[config.mk]
export PLATFORM = sky130hd
export DESIGN_NAME = mem_arbiter
export DESIGN_NICKNAME = d
export VERILOG_FILES = /design/src/rtl/mem_arbiter.sv
export SDC_FILE = /design/constraint.sdc
export NUM_CORES = 1
export LEC_CHECK = 0
export CAP_MARGIN = 20
export CORE_ASPECT_RATIO = 0.5
export CORE_MARGIN = 3
export CORE_UTILIZATION = 40
export DETAILED_ROUTE_END_ITERATION = 12
export PLACE_DENSITY = 0.8
export SLEW_MARGIN = 30
export SYNTH_ARGS = -nofsm -noshare
export SYNTH_HDL_FRONTEND = slang
export SYNTH_SLANG_ARGS = --single-unit
[constraint.sdc]
create_clock -name clk -period 2.28 [get_ports clk]
set_input_delay 0.228 -clock clk [delete_from_list [all_inputs] [get_ports clk]]
set_output_delay 0.228 -clock clk [all_outputs]
set_load 0.1 [all_outputs]
[src/rtl/mem_arbiter.sv]
// -----------------------------------------------------------------------------
// mem_arbiter
//
// Shares one single-port unified memory between three requesters: CPU
// instruction fetch (if_*), CPU data access (dm_*) and the external program
// loader (ld_*, write-only). Each requester holds a level request until it
// sees a one-cycle ack. Every transaction occupies the memory for WAIT_CYCLES
// cycles, followed by one response cycle that carries the ack.
//
// Ports
//    clk        rising-edge clock
//    rst        asynchronous, active-low reset
//    if_*       fetch port: req/addr in, rdata/ack out (read only)
//    dm_*       data port: req/we/addr/wdata in, rdata/ack out
//    ld_*       loader port: req/addr/wdata in, ack out (write only)
//    mem_*      memory macro side: en/we/addr/wdata out, rdata in
//    busy       high whenever the arbiter is not idle
//
// Parameters
//    AW, DW       address / data width
//    WAIT_CYCLES  memory access cycles per transaction, 1..7
// -----------------------------------------------------------------------------
// state   | meaning
// --------+--------------------------------------------------------------------
// IDLE    | no transaction; requests are arbitrated on every edge
// ACCESS  | memory driven from latched request for WAIT_CYCLES cycles
// RESP    | memory released; granted port's ack pulses for one cycle
// -----------------------------------------------------------------------------
module mem_arbiter #(
   parameter int AW          = 16,
   parameter int DW          = 16,
   parameter int WAIT_CYCLES = 1
) (
   input  logic          clk,
   input  logic          rst,

   input  logic          if_req,
   input  logic [AW-1:0] if_addr,
   output logic [DW-1:0] if_rdata,
   output logic          if_ack,

   input  logic          dm_req,
   input  logic          dm_we,
   input  logic [AW-1:0] dm_addr,
   input  logic [DW-1:0] dm_wdata,
   output logic [DW-1:0] dm_rdata,
   output logic          dm_ack,

   input  logic          ld_req,
   input  logic [AW-1:0] ld_addr,
   input  logic [DW-1:0] ld_wdata,
   output logic          ld_ack,

   output logic          mem_en,
   output logic          mem_we,
   output logic [AW-1:0] mem_addr,
   output logic [DW-1:0] mem_wdata,
   input  logic [DW-1:0] mem_rdata,

   output logic          busy
);

   if (WAIT_CYCLES < 1 || WAIT_CYCLES > 7) begin : g_bad_wait
      $error("mem_arbiter: WAIT_CYCLES must be in 1..7");
   end

   localparam logic [2:0] WCNT_INIT = 3'(WAIT_CYCLES - 1);

   typedef enum logic [1:0] {
      ST_IDLE   = 2'd0,
      ST_ACCESS = 2'd1,
      ST_RESP   = 2'd2
   } state_t;

   typedef enum logic [1:0] {
      GNT_NONE = 2'd0,
      GNT_IF   = 2'd1,
      GNT_DM   = 2'd2,
      GNT_LD   = 2'd3
   } gnt_t;

   state_t        state;
   gnt_t          gnt;
   logic [2:0]    wcnt;
   // 1 = DM was the most recent CPU-side grant, 0 = IF (reset value)
   logic          last_dm;

   gnt_t          nxt_gnt;
   logic          sel_we;
   logic [AW-1:0] sel_addr;
   logic [DW-1:0] sel_wdata;

   // Loader has absolute priority; fetch and data alternate on a tie so
   // neither CPU port can starve the other.
   always_comb begin
      nxt_gnt = GNT_NONE;
      if (ld_req) begin
         nxt_gnt = GNT_LD;
      end else if (dm_req && if_req) begin
         nxt_gnt = last_dm ? GNT_IF : GNT_DM;
      end else if (dm_req) begin
         nxt_gnt = GNT_DM;
      end else if (if_req) begin
         nxt_gnt = GNT_IF;
      end
   end

   always_comb begin
      sel_we    = 1'b0;
      sel_addr  = '0;
      sel_wdata = '0;
      case (nxt_gnt)
         GNT_LD: begin
            sel_we    = 1'b1;
            sel_addr  = ld_addr;
            sel_wdata = ld_wdata;
         end
         GNT_DM: begin
            sel_we    = dm_we;
            sel_addr  = dm_addr;
            sel_wdata = dm_wdata;
         end
         GNT_IF: begin
            sel_we    = 1'b0;
            sel_addr  = if_addr;
            sel_wdata = '0;
         end
         default: begin
            sel_we    = 1'b0;
            sel_addr  = '0;
            sel_wdata = '0;
         end
      endcase
   end

   // The mem_* registers double as the latched request: they are loaded on
   // the grant edge and held untouched for the whole ACCESS phase.
   always_ff @(posedge clk or negedge rst) begin
      if (!rst) begin
         state     <= ST_IDLE;
         gnt       <= GNT_NONE;
         wcnt      <= 3'd0;
         last_dm   <= 1'b0;
         mem_en    <= 1'b0;
         mem_we    <= 1'b0;
         mem_addr  <= '0;
         mem_wdata <= '0;
         if_rdata  <= '0;
         dm_rdata  <= '0;
         if_ack    <= 1'b0;
         dm_ack    <= 1'b0;
         ld_ack    <= 1'b0;
         busy      <= 1'b0;
      end else begin
         if_ack <= 1'b0;
         dm_ack <= 1'b0;
         ld_ack <= 1'b0;
         case (state)
            ST_IDLE: begin
               if (nxt_gnt != GNT_NONE) begin
                  state     <= ST_ACCESS;
                  gnt       <= nxt_gnt;
                  wcnt      <= WCNT_INIT;
                  mem_en    <= 1'b1;
                  mem_we    <= sel_we;
                  mem_addr  <= sel_addr;
                  mem_wdata <= sel_wdata;
                  busy      <= 1'b1;
                  if (nxt_gnt == GNT_DM) begin
                     last_dm <= 1'b1;
                  end else if (nxt_gnt == GNT_IF) begin
                     last_dm <= 1'b0;
                  end
               end
            end

            ST_ACCESS: begin
               if (wcnt == 3'd0) begin
                  if (!mem_we) begin
                     if (gnt == GNT_IF) begin
                        if_rdata <= mem_rdata;
                     end else if (gnt == GNT_DM) begin
                        dm_rdata <= mem_rdata;
                     end
                  end
                  case (gnt)
                     GNT_IF:  if_ack <= 1'b1;
                     GNT_DM:  dm_ack <= 1'b1;
                     GNT_LD:  ld_ack <= 1'b1;
                     default: ;
                  endcase
                  state     <= ST_RESP;
                  mem_en    <= 1'b0;
                  mem_we    <= 1'b0;
                  mem_addr  <= '0;
                  mem_wdata <= '0;
               end else begin
                  wcnt <= wcnt - 3'd1;
               end
            end

            ST_RESP: begin
               state <= ST_IDLE;
               gnt   <= GNT_NONE;
               busy  <= 1'b0;
            end

            default: begin
               state     <= ST_IDLE;
               gnt       <= GNT_NONE;
               mem_en    <= 1'b0;
               mem_we    <= 1'b0;
               mem_addr  <= '0;
               mem_wdata <= '0;
               busy      <= 1'b0;
            end
         endcase
      end
   end

endmodule

==> results by group <==
Floorplanning
  • Row count: 23
  • IO Pins: 172
  • Die height: approximately 70 um
  • Core Region: between 0.008 and 0.009 mm^2
  • Die Span X: between 100 and 150 um
  • Die area: roughly 0.01 mm^2
  • Starting Density: 42.5%

Synthesis
  • Mapped Cells: 248
  • Cell area after synthesis: ~0.0035 mm^2
  • Synth top area share: 55.8%
  • Area contributors post-synth: dfrtp_1, mux2_2, o2bb2ai_1, a222oi_1, mux2_4
  • Yosys warns: 0
  • Syn_area_per_cell: between 10 and 15 um^2
  • Register area share after synthesis: a little under three fifths
  • Area leader, netlist: dfrtp_1
  • Synth cell types: 36
  • Syn nets: 357
  • Synth Register Bits: 78

Worst setup path
  • Slowest cell on the critical path: a222oi_1
  • Top delay family on crit path: compound AO/OA/AOI/OAI gates
  • Worst path cell trace: nand2b_1 -> a21oi_1 -> inv_1 -> ha_1 -> a222oi_1 -> o2bb2ai_2
  • CP Data Arrival Time: 2.29 ns
  • Critical path type: reg2reg
  • Crit path max fanout: 16
  • Worst EP required: roughly 2.5 ns
  • CP startpoint kind: flip-flop
  • Crit-path max cell delay: about 0.50 ns
  • CP Capture Type: flip-flop
  • CP Buf/Inv Count: 1

Min path
  • Worst min-delay path class: in2async

Clocking
  • Number of CTS-inserted buffers: 9
  • Number of setup buffers added after CTS: 0
  • PostCTS Resize Cnt: 0
  • Hold Buf Count CTS: 1
  • Max clock buf depth: 2
  • H-tree lvl count: 3
  • Clock slew at reported path FFs: 0.06 ns
  • CTS sink count: 78
  • Worst-Skew Late Latency: about 0.33 ns
  • Root buf cell: clkbuf_16
  • TritonCTS clock tree: yes

Route
  • Vias per cell: 5.34
  • First-pass DRT Iterations: 7
  • Antenna Nets Post-Route: 0
  • Drt initial violations: 142
  • Via count: roughly 2,900
  • Residual DRC count: 0
  • Post-Route WL: ~10 mm
  • Routed wire per std cell: about 19 um

STA
  • Worst-Margin Slew: roughly 0.63 ns
  • Worst clock skew: roughly 0.0076 ns
  • Min cycle time layout: between 2 and 2.5 ns
  • Fin. max-slew vios: 0
  • Fin worst setup slack: 0.194 ns
  • # setup viols final: 0
  • Slew margin rel.: 57.8%
  • Final period utilization: between 90% and 100%
  • Worst Hold Slack: approximately 0.42 ns
  • RSZ-0062 raised after global routing: false
  • Endpoints failing hold: 0
  • Fmax: 479 MHz

Global route
  • Total grt overflow: 0
  • First-pass GRT wire length: around 16 mm
  • Initial antenna violation count: 0
  • Largest net degree at the start of global routing: 42
  • GRT Total Usage: roughly a fifth
  • Vias in the first global route: roughly 3,200

Placement
  • Post-DP Area: 0.00518 mm^2
  • Worst slack, placed: -0.0343 ns
  • # placed instances: roughly 520
  • Port buffer count: roughly 170
  • Post-DP HPWL: between 7 and 8 mm
  • GP Congestion: 0.946

Final layout
  • Most common cell after layout, fill and taps aside: clkdlybuf4s50_1
  • Diode count: 0
  • Nets@finish: about 530
  • Final std cells w/o fill: 540
  • Most frequent cells in the layout: clkdlybuf4s50_1, buf_4, dfrtp_1, o2bb2ai_1, mux2_2
  • Area delta synth->final: 57.2%
  • Post-layout instance area: around 0.0055 mm^2
  • Share of cells above drive strength 1: between 30% and 40%

Run status
  • Status: completed

Run
  • Max-cap violations: 0
synth_stat cells:
| master | n |
|---|---|
| buf_4 | 1 |
| a22oi_1 | 16 |
| clkbuf_1 | 10 |
| or3_1 | 1 |
| mux2_2 | 22 |
| a211oi_1 | 2 |
| nor2b_1 | 1 |
| nor4b_1 | 1 |
| nand2b_1 | 1 |
| o2bb2ai_1 | 26 |
| nand2_4 | 1 |
| and4bb_1 | 1 |
| a222oi_1 | 16 |
| buf_2 | 5 |
| buf_6 | 4 |
| nand2_1 | 2 |
| nor2_1 | 7 |
| nor3b_1 | 1 |
| nand3_4 | 1 |
| nor3_1 | 1 |
| mux2i_1 | 2 |
| and3_1 | 1 |
| a21oi_1 | 5 |
| o21ai_0 | 1 |
| a21o_1 | 1 |
| inv_1 | 7 |
| mux2_4 | 10 |
| a21bo_2 | 1 |
| or2_1 | 1 |
| mux2_1 | 1 |
| o21bai_1 | 1 |
| dfrtp_1 | 78 |
| ha_1 | 7 |
| and3b_1 | 1 |
| o2bb2ai_2 | 10 |
| o31ai_4 | 1 |
cells by family after synthesis:
group                    after synthesis  synth area share (%)
AO/OA/AOI/OAI                         80                  21.4
multiplexers                          35                  12.3
adder cells (fa/ha/maj)                7                  2.51
flip-flops                            78                  55.8
AND/OR/NAND/NOR                       21                  3.90
buffers and inverters                 27                  4.04
flip-flops by register name (all words and copies together) (netlist names):
name and flops:
gnt 2, mem_wdata 16, mem_addr 16, busy 1
ld_ack 1, mem_en 1, wcnt 3, dm_ack 1
dm_rdata 16, if_ack 1, state 2, last_dm 1
if_rdata 16, mem_we 1
layer usage:
| metal | global-route usage (%) | vias to the layer above | routed length, um |
|---|---|---|---|
| met2 | 36.8 | 124 | 5140 |
| met5 | 0 | - | 0 |
| met1 | 23.6 | 1423 | 4060 |
| met3 | 6.32 | 16 | 717 |
| met4 | 7.12 | 0 | 161 |
| li1 | - | 1319 | - |
area by class of cell:
class                      instances  area [um^2]
fill                             604         2740
sequential                        78         1950
timing repair buffer             184         1670
multi-input combinational        143         1400
clock buffer                      11          243
tap                              112          140
clock inverter                     5         58.8
inverter                           7         26.3
stage by stage:
stage          TNS [ns]  util, %
5_1_grt               0     66.8
2_1_floorplan         0        -
3_3_place_gp          0     63.0
6_report              0     66.8
3_5_place_dp    -0.0484     63.0
4_1_cts               0     66.8
path summary, 6_finish.rpt:
path / start / end / slack, ns / cells after the start
max in group asynchronous: rst / if_rdata[15] / 1.27 / 3
worst max register to register: last_dm / mem_addr[14] / 0.19 / 6
worst min-delay path: rst / mem_wdata[2] / 0.42 / 2
worst max-delay path: last_dm / mem_addr[14] / 0.19 / 6
min in group clk: mem_addr[5] / mem_addr[5] / 0.49 / 1
worst min register to register: mem_addr[5] / mem_addr[5] / 0.49 / 1
Power is not shown: default switching activity piles up to over one toggle a cycle in this logic, so the estimate is an artifact.
